--- config.mk ---
export PLATFORM = sky130hd
export DESIGN_NAME = piradip_axi4mmlite_cmd_manager_flat
export DESIGN_NICKNAME = d
export VERILOG_FILES = /design/src/rtl/piradip_axi4mmlite_cmd_manager_if.sv /design/src/rtl/piradip_axi4mmlite_cmd_manager.sv /design/src/flat_wrapper.sv
export SDC_FILE = /design/constraint.sdc
export NUM_CORES = 1
export LEC_CHECK = 0
export CAP_MARGIN = 10
export CORE_MARGIN = 2
export CORE_UTILIZATION = 39
export CTS_BUF_LIST = sky130_fd_sc_hd__clkbuf_8
export CTS_CLUSTER_DIAMETER = 100
export CTS_CLUSTER_SIZE = 16
export DETAILED_ROUTE_END_ITERATION = 6
export PLACE_DENSITY = 0.91
export SLEW_MARGIN = 20
export SYNTH_ARGS = -nofsm -noshare
export SYNTH_HDL_FRONTEND = slang
export SYNTH_SLANG_ARGS = --single-unit
--- constraint.sdc ---
create_clock -name clk -period 2 [get_ports clk]
set_clock_uncertainty 0.2 [all_clocks]
set_input_delay 0.4 -clock clk [delete_from_list [all_inputs] [get_ports clk]]
set_output_delay 0.4 -clock clk [all_outputs]
set_load 0.02 [all_outputs]
--- src/rtl/piradip_axi4mmlite_cmd_manager_if.sv ---
// AXI4-Lite link between a manager and a register-file subordinate.
// The manager modport drives address/data/valid; the subordinate modport drives ready/response.
interface piradip_axi4mmlite_cmd_manager_if #(
  parameter int ADDR_WIDTH = 8,
  parameter int DATA_WIDTH = 32
);
  logic [ADDR_WIDTH-1:0]   awaddr;
  logic [2:0]              awprot;
  logic                    awvalid;
  logic                    awready;
  logic [DATA_WIDTH-1:0]   wdata;
  logic [DATA_WIDTH/8-1:0] wstrb;
  logic                    wvalid;
  logic                    wready;
  logic [1:0]              bresp;
  logic                    bvalid;
  logic                    bready;
  logic [ADDR_WIDTH-1:0]   araddr;
  logic [2:0]              arprot;
  logic                    arvalid;
  logic                    arready;
  logic [DATA_WIDTH-1:0]   rdata;
  logic [1:0]              rresp;
  logic                    rvalid;
  logic                    rready;

  modport master (
    output awaddr, awprot, awvalid, input awready,
    output wdata, wstrb, wvalid, input wready,
    input bresp, bvalid, output bready,
    output araddr, arprot, arvalid, input arready,
    input rdata, rresp, rvalid, output rready
  );

  modport slave (
    input awaddr, awprot, awvalid, output awready,
    input wdata, wstrb, wvalid, output wready,
    output bresp, bvalid, input bready,
    input araddr, arprot, arvalid, output arready,
    output rdata, rresp, rvalid, input rready
  );
endinterface

--- src/rtl/piradip_axi4mmlite_cmd_manager.sv ---
// Single-outstanding AXI4-Lite manager: one local command in, one AXI read or write out,
// one response back. Every output is a flop; protection bits are a constant.
module piradip_axi4mmlite_cmd_manager #(
  parameter int          ADDR_WIDTH     = 8,
  parameter int          DATA_WIDTH     = 32,
  parameter logic [2:0]  PROT           = 3'b000,
  parameter logic [15:0] ERR_COUNT_INIT = 16'h0000
) (
  input  logic                    clk,
  input  logic                    reset,
  input  logic                    cmd_valid,
  output logic                    cmd_ready,
  input  logic                    cmd_write,
  input  logic [ADDR_WIDTH-1:0]   cmd_addr,
  input  logic [DATA_WIDTH-1:0]   cmd_wdata,
  input  logic [DATA_WIDTH/8-1:0] cmd_wstrb,
  output logic                    rsp_valid,
  input  logic                    rsp_ready,
  output logic                    rsp_write,
  output logic [DATA_WIDTH-1:0]   rsp_rdata,
  output logic [1:0]              rsp_resp,
  output logic [15:0]             err_count,
  piradip_axi4mmlite_cmd_manager_if.master m_axi
);

  typedef enum logic [2:0] {
    ST_IDLE  = 3'd0,
    ST_WR    = 3'd1,
    ST_WRESP = 3'd2,
    ST_RADDR = 3'd3,
    ST_RDATA = 3'd4,
    ST_RSP   = 3'd5
  } state_t;

  state_t state_r;
  logic   aw_done_s;
  logic   w_done_s;

  // Error responses (resp[1] set) bump the counter, which sticks at all-ones.
  function automatic logic [15:0] err_count_next(input logic [15:0] count, input logic [1:0] resp);
    if (resp[1] && (count != 16'hFFFF)) begin
      return count + 16'd1;
    end else begin
      return count;
    end
  endfunction

  assign m_axi.awprot = PROT;
  assign m_axi.arprot = PROT;

  // A write channel is done once its valid has dropped or is being accepted this cycle.
  always_comb begin
    aw_done_s = !m_axi.awvalid || m_axi.awready;
    w_done_s  = !m_axi.wvalid  || m_axi.wready;
  end

  // Transaction sequencer with all port outputs held in this block's flops.
  always_ff @(posedge clk) begin
    if (reset) begin
      state_r       <= ST_IDLE;
      cmd_ready     <= 1'b1;
      rsp_valid     <= 1'b0;
      rsp_write     <= 1'b0;
      rsp_rdata     <= {DATA_WIDTH{1'b0}};
      rsp_resp      <= 2'b00;
      err_count     <= ERR_COUNT_INIT;
      m_axi.awaddr  <= {ADDR_WIDTH{1'b0}};
      m_axi.awvalid <= 1'b0;
      m_axi.wdata   <= {DATA_WIDTH{1'b0}};
      m_axi.wstrb   <= {(DATA_WIDTH/8){1'b0}};
      m_axi.wvalid  <= 1'b0;
      m_axi.bready  <= 1'b0;
      m_axi.araddr  <= {ADDR_WIDTH{1'b0}};
      m_axi.arvalid <= 1'b0;
      m_axi.rready  <= 1'b0;
    end else begin
      case (state_r)
        ST_IDLE: begin
          if (cmd_valid && cmd_ready) begin
            cmd_ready <= 1'b0;
            if (cmd_write) begin
              m_axi.awaddr  <= cmd_addr;
              m_axi.wdata   <= cmd_wdata;
              m_axi.wstrb   <= cmd_wstrb;
              m_axi.awvalid <= 1'b1;
              m_axi.wvalid  <= 1'b1;
              state_r       <= ST_WR;
            end else begin
              m_axi.araddr  <= cmd_addr;
              m_axi.arvalid <= 1'b1;
              state_r       <= ST_RADDR;
            end
          end
        end
        ST_WR: begin
          // AW and W complete independently, in either order or together.
          if (m_axi.awvalid && m_axi.awready) begin
            m_axi.awvalid <= 1'b0;
          end
          if (m_axi.wvalid && m_axi.wready) begin
            m_axi.wvalid <= 1'b0;
          end
          if (aw_done_s && w_done_s) begin
            m_axi.bready <= 1'b1;
            state_r      <= ST_WRESP;
          end
        end
        ST_WRESP: begin
          if (m_axi.bvalid && m_axi.bready) begin
            m_axi.bready <= 1'b0;
            rsp_write    <= 1'b1;
            rsp_rdata    <= {DATA_WIDTH{1'b0}};
            rsp_resp     <= m_axi.bresp;
            rsp_valid    <= 1'b1;
            err_count    <= err_count_next(err_count, m_axi.bresp);
            state_r      <= ST_RSP;
          end
        end
        ST_RADDR: begin
          if (m_axi.arvalid && m_axi.arready) begin
            m_axi.arvalid <= 1'b0;
            m_axi.rready  <= 1'b1;
            state_r       <= ST_RDATA;
          end
        end
        ST_RDATA: begin
          if (m_axi.rvalid && m_axi.rready) begin
            m_axi.rready <= 1'b0;
            rsp_write    <= 1'b0;
            rsp_rdata    <= m_axi.rdata;
            rsp_resp     <= m_axi.rresp;
            rsp_valid    <= 1'b1;
            err_count    <= err_count_next(err_count, m_axi.rresp);
            state_r      <= ST_RSP;
          end
        end
        ST_RSP: begin
          if (rsp_valid && rsp_ready) begin
            rsp_valid <= 1'b0;
            cmd_ready <= 1'b1;
            state_r   <= ST_IDLE;
          end
        end
        default: begin
          // Unreachable encodings fall back to a clean idle with no channel asserted.
          state_r       <= ST_IDLE;
          cmd_ready     <= 1'b1;
          rsp_valid     <= 1'b0;
          m_axi.awvalid <= 1'b0;
          m_axi.wvalid  <= 1'b0;
          m_axi.bready  <= 1'b0;
          m_axi.arvalid <= 1'b0;
          m_axi.rready  <= 1'b0;
        end
      endcase
    end
  end

endmodule

--- src/flat_wrapper.sv ---
// flat-port wrapper written by rule: the top's interface ports become plain ports
module piradip_axi4mmlite_cmd_manager_flat 
#(
  parameter int          ADDR_WIDTH     = 8,
  parameter int          DATA_WIDTH     = 32,
  parameter logic [2:0]  PROT           = 3'b000,
  parameter logic [15:0] ERR_COUNT_INIT = 16'h0000
)
  (clk, reset, cmd_valid, cmd_ready, cmd_write, cmd_addr, cmd_wdata, cmd_wstrb, rsp_valid, rsp_ready, rsp_write, rsp_rdata, rsp_resp, err_count, m_axi_awaddr, m_axi_awprot, m_axi_awvalid, m_axi_awready, m_axi_wdata, m_axi_wstrb, m_axi_wvalid, m_axi_wready, m_axi_bresp, m_axi_bvalid, m_axi_bready, m_axi_araddr, m_axi_arprot, m_axi_arvalid, m_axi_arready, m_axi_rdata, m_axi_rresp, m_axi_rvalid, m_axi_rready);
  piradip_axi4mmlite_cmd_manager_if #(.ADDR_WIDTH(ADDR_WIDTH), .DATA_WIDTH(DATA_WIDTH)) m_axi_i ();
  input  logic clk;
  input  logic reset;
  input  logic cmd_valid;
  output logic cmd_ready;
  input  logic cmd_write;
  input  logic [ADDR_WIDTH-1:0] cmd_addr;
  input  logic [DATA_WIDTH-1:0] cmd_wdata;
  input  logic [DATA_WIDTH/8-1:0] cmd_wstrb;
  output logic rsp_valid;
  input  logic rsp_ready;
  output logic rsp_write;
  output logic [DATA_WIDTH-1:0] rsp_rdata;
  output logic [1:0] rsp_resp;
  output logic [15:0] err_count;
  output wire logic [$bits(m_axi_i.awaddr)-1:0] m_axi_awaddr;
  output wire logic [$bits(m_axi_i.awprot)-1:0] m_axi_awprot;
  output wire logic [$bits(m_axi_i.awvalid)-1:0] m_axi_awvalid;
  input wire logic [$bits(m_axi_i.awready)-1:0] m_axi_awready;
  output wire logic [$bits(m_axi_i.wdata)-1:0] m_axi_wdata;
  output wire logic [$bits(m_axi_i.wstrb)-1:0] m_axi_wstrb;
  output wire logic [$bits(m_axi_i.wvalid)-1:0] m_axi_wvalid;
  input wire logic [$bits(m_axi_i.wready)-1:0] m_axi_wready;
  input wire logic [$bits(m_axi_i.bresp)-1:0] m_axi_bresp;
  input wire logic [$bits(m_axi_i.bvalid)-1:0] m_axi_bvalid;
  output wire logic [$bits(m_axi_i.bready)-1:0] m_axi_bready;
  output wire logic [$bits(m_axi_i.araddr)-1:0] m_axi_araddr;
  output wire logic [$bits(m_axi_i.arprot)-1:0] m_axi_arprot;
  output wire logic [$bits(m_axi_i.arvalid)-1:0] m_axi_arvalid;
  input wire logic [$bits(m_axi_i.arready)-1:0] m_axi_arready;
  input wire logic [$bits(m_axi_i.rdata)-1:0] m_axi_rdata;
  input wire logic [$bits(m_axi_i.rresp)-1:0] m_axi_rresp;
  input wire logic [$bits(m_axi_i.rvalid)-1:0] m_axi_rvalid;
  output wire logic [$bits(m_axi_i.rready)-1:0] m_axi_rready;
  assign m_axi_awaddr = m_axi_i.awaddr;
  assign m_axi_awprot = m_axi_i.awprot;
  assign m_axi_awvalid = m_axi_i.awvalid;
  assign m_axi_i.awready = m_axi_awready;
  assign m_axi_wdata = m_axi_i.wdata;
  assign m_axi_wstrb = m_axi_i.wstrb;
  assign m_axi_wvalid = m_axi_i.wvalid;
  assign m_axi_i.wready = m_axi_wready;
  assign m_axi_i.bresp = m_axi_bresp;
  assign m_axi_i.bvalid = m_axi_bvalid;
  assign m_axi_bready = m_axi_i.bready;
  assign m_axi_araddr = m_axi_i.araddr;
  assign m_axi_arprot = m_axi_i.arprot;
  assign m_axi_arvalid = m_axi_i.arvalid;
  assign m_axi_i.arready = m_axi_arready;
  assign m_axi_i.rdata = m_axi_rdata;
  assign m_axi_i.rresp = m_axi_rresp;
  assign m_axi_i.rvalid = m_axi_rvalid;
  assign m_axi_rready = m_axi_i.rready;
  piradip_axi4mmlite_cmd_manager #(.ADDR_WIDTH(ADDR_WIDTH), .DATA_WIDTH(DATA_WIDTH), .PROT(PROT), .ERR_COUNT_INIT(ERR_COUNT_INIT)) u_core (.clk(clk), .reset(reset), .cmd_valid(cmd_valid), .cmd_ready(cmd_ready), .cmd_write(cmd_write), .cmd_addr(cmd_addr), .cmd_wdata(cmd_wdata), .cmd_wstrb(cmd_wstrb), .rsp_valid(rsp_valid), .rsp_ready(rsp_ready), .rsp_write(rsp_write), .rsp_rdata(rsp_rdata), .rsp_resp(rsp_resp), .err_count(err_count), .m_axi(m_axi_i));
endmodule
==> flow_metrics.tcl, run 1 <==
set metrics [dict create \
    post_dp_cell_area_mm2 0.00701 \
    grt_pass1_wl_um 22700 \
    path_max_fanout 7 \
    outcome "finished, violations left" \
    required_ns 2.15 \
    grt_pass1_vias 4599 \
    synthDistinctLibCells 46 \
    worstSetupPathType "flop to flop" \
    regArea_mm2 0.00228 \
    final_net_count 890 \
    synth_ff_type "dfxtp_1" \
    clock-root-buffer "clkbuf_8" \
    path_cells "nand4b_4 > o21a_1 > or3b_4 > or4_4 > a21oi_1" \
    final_area_mm2 0.00771 \
    antenna_left 0 \
    n_antenna_cell 0 \
    hp-class "input pin to flop" \
    core_area_mm2 0.0113 \
    cp-start-kind "flop" \
    hold_start "reset" \
    dieHeight_um 111 \
    crit_path_top_delay_cell "or3b_4" \
    nFillCells 875 \
    path_clk_slew_ns 0.08 \
    multi_input_area_mm2 0.00214 \
    ir_drop_mv 0.704 \
    leakage_uw 0.00405 \
    wl_per_cell_um 15.1 \
    r2r-start "u_core.state_r[2]" \
    antenna_found_initial 0 \
    dpl_worst_slack_ns -0.667 \
    cap_violations 0 \
    reg2reg_slack_ns -0.07 \
    initial_core_util 0.398 \
    timing.fmax_mhz 482 \
    setup_slack_ns -0.0743 \
    min_to "u_core.state_r[1]" \
    synth_edf_count 0 \
    syn_avg_cell_area_um2 8.01 \
    row_count 39 \
    syn_to_final_growth_pct 71.3 \
    reg2reg_depth 5 \
    hpwlAfterDp_um 9870 \
    synth_seq_cells 113 \
    ys_seq_area_frac 0.502 \
    setup-violations-final 2 \
    synthArstFlopShare 0 \
    drc 0 \
    cts_buffers 17 \
    vias 4881 \
    cts_tree "done" \
    grt_max_degree 55 \
    final_common_cell "nand2_1" \
    place_congestion 0.812 \
    fin_setup_tns_ns -0.0884 \
    overflow 0 \
    portBuffers 199 \
    cp_slowest_stage_delay_ns 0.43 \
    cts.sinks 113 \
    finalPower_uw 6700 \
    die_area_mm2 0.0124 \
    cp-end-kind "flop" \
    viasPerCell 5.11 \
    io_pins 206 \
    drt-initial-drc-count 360 \
    h-tree-depth 4 \
    clock_latency_ns 0.42 \
    grt_use_total 0.222 \
    totalWireLength_um 14400 \
    synth_warnings 0 \
    mostFrequentLayoutCells "nand2_1, dfxtp_1, clkdlybuf4s50_1" \
    postSynthCellCount 562 \
    crit_arrival_ns 2.22 \
    rr_endpoint "u_core.err_count[5]" \
    syn-cell-area_mm2 0.00450 \
    fin_crit_sh 1.04 \
    cts.path.max_buffers 2 \
    die_x_um 111 \
    rsz0062_at_grt "true" \
    final_max_slew_viol_count 0 \
    hold_violations 0 \
    violations "setup timing" \
    drt-pass1-iter-count 6 \
    hold_path_depth 2 \
    power_density_mw_per_mm2 869 \
    drive_gt1_frac 0.155 \
    period_needed_ns 2.07 \
]
metrics by stage:
| step | hold slack [ns] | utilization | cells |
|---|---|---|---|
| 2_1_floorplan | 0.330 | - | 567 |
| 3_3_place_gp | 0.237 | 0.619 | 915 |
| 3_5_place_dp | 0.242 | 0.619 | 915 |
| 4_1_cts | 0.118 | 0.656 | 949 |
| 5_1_grt | 0.133 | 0.681 | 955 |
| 6_report | 0.140 | 0.681 | 955 |
worst max path at each step:
stage,from,end,slack (ns),cells after the start
global placement,m_axi_bvalid,u_core.err_count[9],-0.62,6
global route,u_core.state_r[2],u_core.err_count[5],-0.09,5
finish,u_core.state_r[2],u_core.err_count[5],-0.07,5
CTS,u_core.state_r[2],u_core.err_count[9],-0.04,5
detailed placement,m_axi_bvalid,u_core.err_count[9],-0.67,6
floorplan,u_core.err_count[1],u_core.err_count[9],-0.05,8
power breakdown:
group	switching [uW]	internal [uW]
sequential	121	2430
clock	941	1350
combinational	966	898
total	2030	4680
sequential cells by signal, indices dropped and copies added (netlist names):
signal,flops
u_core.m_axi.bready,1
u_core.rsp_rdata,32
u_core.m_axi.arvalid,1
u_core.cmd_ready,1
u_core.state_r,3
u_core.rsp_write,1
u_core.m_axi.wvalid,1
u_core.rsp_resp,2
u_core.m_axi.wstrb,4
u_core.rsp_valid,1
u_core.m_axi.rready,1
u_core.m_axi.araddr,8
u_core.err_count,16
u_core.m_axi.awaddr,8
u_core.m_axi.wdata,32
u_core.m_axi.awvalid,1
routing by layer:
layer,GRT usage,wire length [um]
met1,0.270,5940
met2,0.375,7250
met3,0.0566,798
met4,0.0922,389
met5,0,0
cell usage after synthesis, drive strengths merged (2+ instances only):
master	instances	area (um2)
nor4	3	18.8
nand4b	2	47.6
nand3	37	185
a221oi	2	17.5
or3	9	56.3
a211oi	2	15.0
dfxtp	113	2260
nor2b	7	43.8
or3b	2	17.5
nand2b	2	12.5
or2	2	12.5
nand2	142	533
mux2i	10	100
o21a	2	15.0
o21ai	20	100
a31oi	2	12.5
nand4	7	43.8
a21oi	100	500
inv	4	15.0
buf	17	97.6
nor2	23	86.3
clkbuf	29	109
o31ai	3	22.5
or4	3	22.5
what timing repair did:
item	in CTS	in global routing
resized for setup	38	87
hold buffers	0	0
endpoints found under the setup margin	45	98
pin swaps	3	9
buffers inserted	1	6
gates cloned	1	0
hold endpoints to repair	0	0
worst max-delay path, delay by kind of cell (launching register included):
kind             cells  cell delay [ns]
AND/OR/NAND/NOR      3             1.05
AO/OA/AOI/OAI        2             0.40
flip-flops           1             0.36
cell families (layout without fill, tap and decap cells):
kind of cell,count (synthesis),in the layout,synth area share
flops,113,113,0.502
fa+ha+maj,1,1,0.00278
simple gates,245,246,0.250
other cells,1,6,0.000833
mux,11,11,0.0247
buf+inv,51,295,0.0500
xor+xnor,2,2,0.00389
compound gates,138,138,0.166
layout make-up:
type                       count  share of cell area
clock buffer                  17              0.0303
clock inverter                15              0.0251
inverter                       5             0.00243
multi-input combinational    404               0.278
sequential                   113               0.296
tap                          143              0.0232
timing repair buffer         258               0.345
Power figures use the tool's default switching activity.
==> run 2, diff against run 1 <==
--- a/config.mk
+++ b/config.mk
@@ -7,12 +7,12 @@
 export LEC_CHECK = 0
 export CAP_MARGIN = 10
 export CORE_MARGIN = 2
-export CORE_UTILIZATION = 39
+export CORE_UTILIZATION = 25
 export CTS_BUF_LIST = sky130_fd_sc_hd__clkbuf_8
 export CTS_CLUSTER_DIAMETER = 100
 export CTS_CLUSTER_SIZE = 16
 export DETAILED_ROUTE_END_ITERATION = 6
-export PLACE_DENSITY = 0.91
+export PLACE_DENSITY = 0.67
 export SLEW_MARGIN = 20
 export SYNTH_ARGS = -nofsm -noshare
 export SYNTH_HDL_FRONTEND = slang
==> run 2 against run 1 <==
The run still ends with setup timing left. Final cell count grew 9.3%. Register-to-register slack hardly changed. Wire length grew 1.2%. Sequential power barely moved. Global-route usage down 7.2 points. Die area grew 54%. Combinational power down 4%. Critical path type unchanged. Largest cell class unchanged. Highest routed layer unchanged.
==> flow_metrics.tcl, run 2 (synthesis gave the netlist of run 1 again) <==
set metrics [dict create \
    antenna_left 0 \
    reg2reg_slack_ns -0.07 \
    path_cells "nand4b_4 > o21a_1 > or3b_4 > buf_6 > buf_4 > o31ai_1 > a21oi_2" \
    final_net_count 893 \
    fin_util 0.433 \
    clkPwrFrac 0.372 \
    grt_pass1_vias 4568 \
    fin_crit_sh 1.04 \
    p_int_uw 4880 \
    drt-initial-drc-count 157 \
    mostFrequentLayoutCells "nand2_1, dfxtp_1, a21oi_1" \
    comb_power_share 0.260 \
    cts.path.max_buffers 2 \
    p_switching_uw 2020 \
    clock_latency_ns 0.43 \
    wl_per_cell_um 13.9 \
    setup-violations-final 7 \
    hp-class "input pin to flop" \
    clock-root-buffer "clkbuf_8" \
    cts_buffers 17 \
    io_pins 206 \
    crit_path_top_delay_cell "or3b_4" \
    drt-pass1-iter-count 4 \
    cp-end-kind "flop" \
    die_area_mm2 0.0191 \
    crit_arrival_ns 2.18 \
    drc 0 \
    initial_core_util 0.252 \
    nFillCells 1784 \
    hpwlAfterDp_um 10100 \
    row_count 49 \
    grt_pass1_wl_um 23200 \
    dieHeight_um 138 \
    rsz0062_at_grt "true" \
    h-tree-depth 4 \
    path_delay_family "compound AO/OA/AOI/OAI gates" \
    multi_input_area_mm2 0.00214 \
    cp_slowest_stage_delay_ns 0.38 \
    viasPerCell 4.56 \
    regArea_mm2 0.00228 \
    violations "setup timing" \
    portBuffers 199 \
    required_ns 2.11 \
    core_area_mm2 0.0178 \
    seqPwrFrac 0.369 \
    final_max_slew_viol_count 0 \
    setup_slack_ns -0.0730 \
    n_antenna_cell 0 \
    drive_gt1_frac 0.157 \
    leakage_uw 0.00364 \
    period_needed_ns 2.07 \
    cap_violations 0 \
    place_congestion 0.783 \
    outcome "finished, violations left" \
    grt_use_total 0.150 \
    die_x_um 138 \
    overflow 0 \
    cts_tree "done" \
    hold_violations 0 \
    syn_to_final_growth_pct 71.6 \
    worstSetupPathType "flop to flop" \
    fin_hold_ws_ns 0.166 \
    crit_buf_inv 2 \
    final_common_cell "nand2_1" \
    path_clk_slew_ns 0.07 \
    cts.sinks 113 \
    cp-start-kind "flop" \
    antenna_found_initial 0 \
    grt_max_degree 50 \
    vias 4759 \
    power_density_mw_per_mm2 892 \
    timing.fmax_mhz 482 \
    top_regs "u_core.m_axi.wdata: 32 flops, u_core.rsp_rdata: 32 flops, u_core.err_count: 16 flops" \
    totalWireLength_um 14600 \
    dpl_worst_slack_ns -0.618 \
    path_max_fanout 8 \
    swShare 0.293 \
    ir_drop_mv 0.438 \
]
==> run 2: stage by stage <==
stage / TNS, ns / cells / power (uW) / instance area, um2
global route: -1.13 / 1044 / 7260 / 7730
CTS: -0.133 / 1041 / 7000 / 7590
finish: -0.233 / 1044 / 6900 / 7730
floorplan: -0.0947 / 567 / 3510 / 4580
detailed placement: -25.97 / 1006 / 4450 / 7150
global placement: -21.87 / 1006 / 4440 / 7150
==> run 2: per-layer routing <==
metal | GRT usage | part of all wire | vias to the layer above
met5 | 0 | 0 | -
met2 | 0.252 | 0.47 | 150
met4 | 0.0494 | 0.017 | 0
li1 | - | - | 2393
met1 | 0.180 | 0.45 | 2198
met3 | 0.0540 | 0.064 | 18
==> run 2: power by group through the flow <==
stage	sequential [uW]	combinational [uW]	clock (uW)
floorplan	2760	752	0
detailed placement	2600	1850	0
CTS	2550	1790	2660
global placement	2590	1840	0
finish	2540	1790	2560
global route	2570	1960	2740
==> run 2: final timing paths <==
kind                         from                    to  cells after the start
min                         reset  u_core.m_axi.awvalid                      2
max             u_core.state_r[2]   u_core.err_count[9]                      7
min reg2reg  u_core.rsp_rdata[12]  u_core.rsp_rdata[12]                      2
max reg2reg     u_core.state_r[2]   u_core.err_count[9]                      7
==> run 2: repair_timing <==
action	in CTS	in global routing
pin swaps	3	17
endpoints found under the setup margin	103	51
hold buffers	0	0
gates resized for setup	95	39
buffers inserted	3	2
gates cloned	0	1
==> run 2: cell type report <==
class | instances | share of cell area
inverters | 5 | 0.00243
clock buffers | 21 | 0.0374
clock inverters | 11 | 0.0238
multi-input cells | 403 | 0.276
repair buffers | 262 | 0.328
flip-flops and latches | 113 | 0.295
well taps | 229 | 0.0371
==> variant: new RTL, config.mk and constraints of run 2 <==
Re-encode `state_t` (6 states) as one-hot, 6 bits wide.
--- a/src/rtl/piradip_axi4mmlite_cmd_manager.sv
+++ b/src/rtl/piradip_axi4mmlite_cmd_manager.sv
@@ -23,13 +23,13 @@
   piradip_axi4mmlite_cmd_manager_if.master m_axi
 );
 
-  typedef enum logic [2:0] {
-    ST_IDLE  = 3'd0,
-    ST_WR    = 3'd1,
-    ST_WRESP = 3'd2,
-    ST_RADDR = 3'd3,
-    ST_RDATA = 3'd4,
-    ST_RSP   = 3'd5
+  typedef enum logic [5:0] {
+    ST_IDLE  = 6'b000001,
+    ST_WR    = 6'b000010,
+    ST_WRESP = 6'b000100,
+    ST_RADDR = 6'b001000,
+    ST_RDATA = 6'b010000,
+    ST_RSP   = 6'b100000
   } state_t;
 
   state_t state_r;
Function: same outputs for any inputs over 4 cycles, from zero or initial values and one cycle with reset high; so few cycles prove little.
==> variant against run 2 <==
Power up 9.8%. Wire length increased by 35%. Synthesized area is 9.6% higher. Via count grew 17%. Design area rose by 25%. Sequential cell count is 3 higher. Setup slack got worse by 0.14 ns. The run still ends with negative setup slack left.
==> variant: results (changes against run 2) <==
metric,value,unit,change
share of flip-flops with an asynchronous set or reset,0,%,unchanged
drt first-iter violations,250,,+59%
Sw Pwr,2.49,mW,+23%
failing checks,negative setup slack,,
worst hold path type,in2reg,,
share of cells above drive strength 1,38.5,%,+23 points
Post-layout nets,983,,+10%
Worst Path Arrival,2.32,ns,+0.14 ns
vias in the first global route,5182,,+13%
post-place setup slack,-0.413,ns,+0.205 ns
worst stage delay on the critical path,0.34,ns,-0.04 ns
GRT overflow,0,,unchanged
status,finished with violations,,
worst hold start,reset,,
area share of the largest cell type after synthesis,47.0,%,-3.2 points
largest net degree at the start of global routing,49,,-2.0%
CTS root buf,clkbuf_8,,
Crit path max-delay family,simple AND/OR/NAND/NOR gates,,
Placed Instance Area,0.00776,sq mm,+8.5%
post-detail-place hpwl,11.2,mm,+11%
Max Root-Sink Buffers,2,,unchanged
fraction of the mapped netlist area in adder cells,0.253,%,-0.024 points
XOR/XNOR Fraction of Synth Area,0.177,%,-0.21 points
gpl congestion,0.816,,+4.2%
Inst Count DP,1092,,+8.5%
TritonCTS buffer count,17,,unchanged
Clock transition at path regs,0.08,ns,
Peak VDD IR,0.410,mV,-6.4%
critical path peak fanout,6,,-2
cells after synthesis,591,,+5.2%
1st-pass router iterations,4,,unchanged
leakage power,4.22,nW,+16%
Via density,4.77,,+4.6%
max_cap viols,0,,unchanged
H-tree levels,4,,unchanged
drt wl/cell,16.8,um,+21%
Worst Setup SP,u_core.err_count[8]$_SDFFE_PP0P_,,
crit path max-delay cell type,dfxtp_2,,
fin cells,1170,,+12%
Yosys cell types,54,,+17%
global-route wire length before repair,27.1,mm,+17%
initial antenna violation count,0,,unchanged
port bufs,199,,unchanged
"Seq/Total Area, Yosys",47.0,%,-3.2 points
"Top FF cell, synth",dfxtp_1,,
top flop regs,"u_core.m_axi.wdata x32, u_core.rsp_rdata x32, u_core.err_count x16",,
"top cells by area, synth","dfxtp_1, nand2_1, a21oi_1, nand3_1, nor2_1",,
n_diodes,0,,unchanged
final worst slack,-0.212,ns,-0.139 ns
Tot GR Track Use,16.7,%,+1.6 points
post-synthesis compound-gate area fraction,15.7,%,-0.81 points
Worst-Skew Late Latency,0.43,ns,about the same
post-synthesis mux area share,4.08,%,+1.6 points
Final setup viols,72,,+65
Post-Route Setup TNS,-3.49,ns,-3.26 ns
Yosys warning total,0,,unchanged
antenna-violating nets left,0,,unchanged
Post-synth top cells,"nand2_1, dfxtp_1, a21oi_1",,
-- variant: changes by cell type in the layout (fill, tap and decap cells not counted), moves of 22 or more --
| cell | before | now |
|---|---|---|
| a21oi_1 | 96 | 38 |
| a21oi_2 | 4 | 52 |
| buf_4 | 50 | 78 |
| nand2_1 | 140 | 97 |
| nand2_4 | 1 | 26 |
| nand3_1 | 36 | 14 |
-- variant: routing by layer --
layer  wire length, um  track usage (%)  part of all wire [%]  vias up
li1                  -                -                     -     2660
met1              7950             20.5                    40     2701
met2             10100             27.6                    51      189
met3              1240             5.50                   6.3       27
met4               363             5.21                   1.8        0
met5                 0                0                     0        -
-- variant: area by class of cell --
type / instances / area [sq um]
Clock inverter: 12 / 130
Inverter: 10 / 37.5
Timing Repair Buffer: 321 / 3240
Tap cell: 265 / 332
Multi-Input combinational cell: 426 / 3310
Fill cell: 1802 / 9730
Clock buffer: 20 / 275
Sequential cell: 116 / 2350
-- variant: power by group through the flow --
stage          sequential [mW]  combinational, mW  clock, mW
2_1_floorplan             2.92              0.766          0
3_3_place_gp              2.69               2.05          0
3_5_place_dp              2.70               2.07          0
4_1_cts                   2.64               2.44       2.28
5_1_grt                   2.68               2.88       2.39
6_report                  2.65               2.71       2.21
-- variant: path summary, 6_finish.rpt --
kind	endpoint	slack (ns)	depth (start not counted)
hold reg to reg	u_core.rsp_rdata[30]$_SDFFE_PP0P_	0.25	2
setup reg to reg	u_core.err_count[7]$_SDFFE_PP0P_	-0.21	8
setup / recovery	u_core.err_count[7]$_SDFFE_PP0P_	-0.21	8
hold / removal	u_core.err_count[13]$_SDFFE_PP0P_	0.22	2
-- variant: timing repair --
item,4_1_cts,5_1_grt
setup endpoints to repair,186,131
gates cloned,10,3
resized for setup,153,207
hold buffers,0,0
setup buffers,25,15
pin swaps,27,105
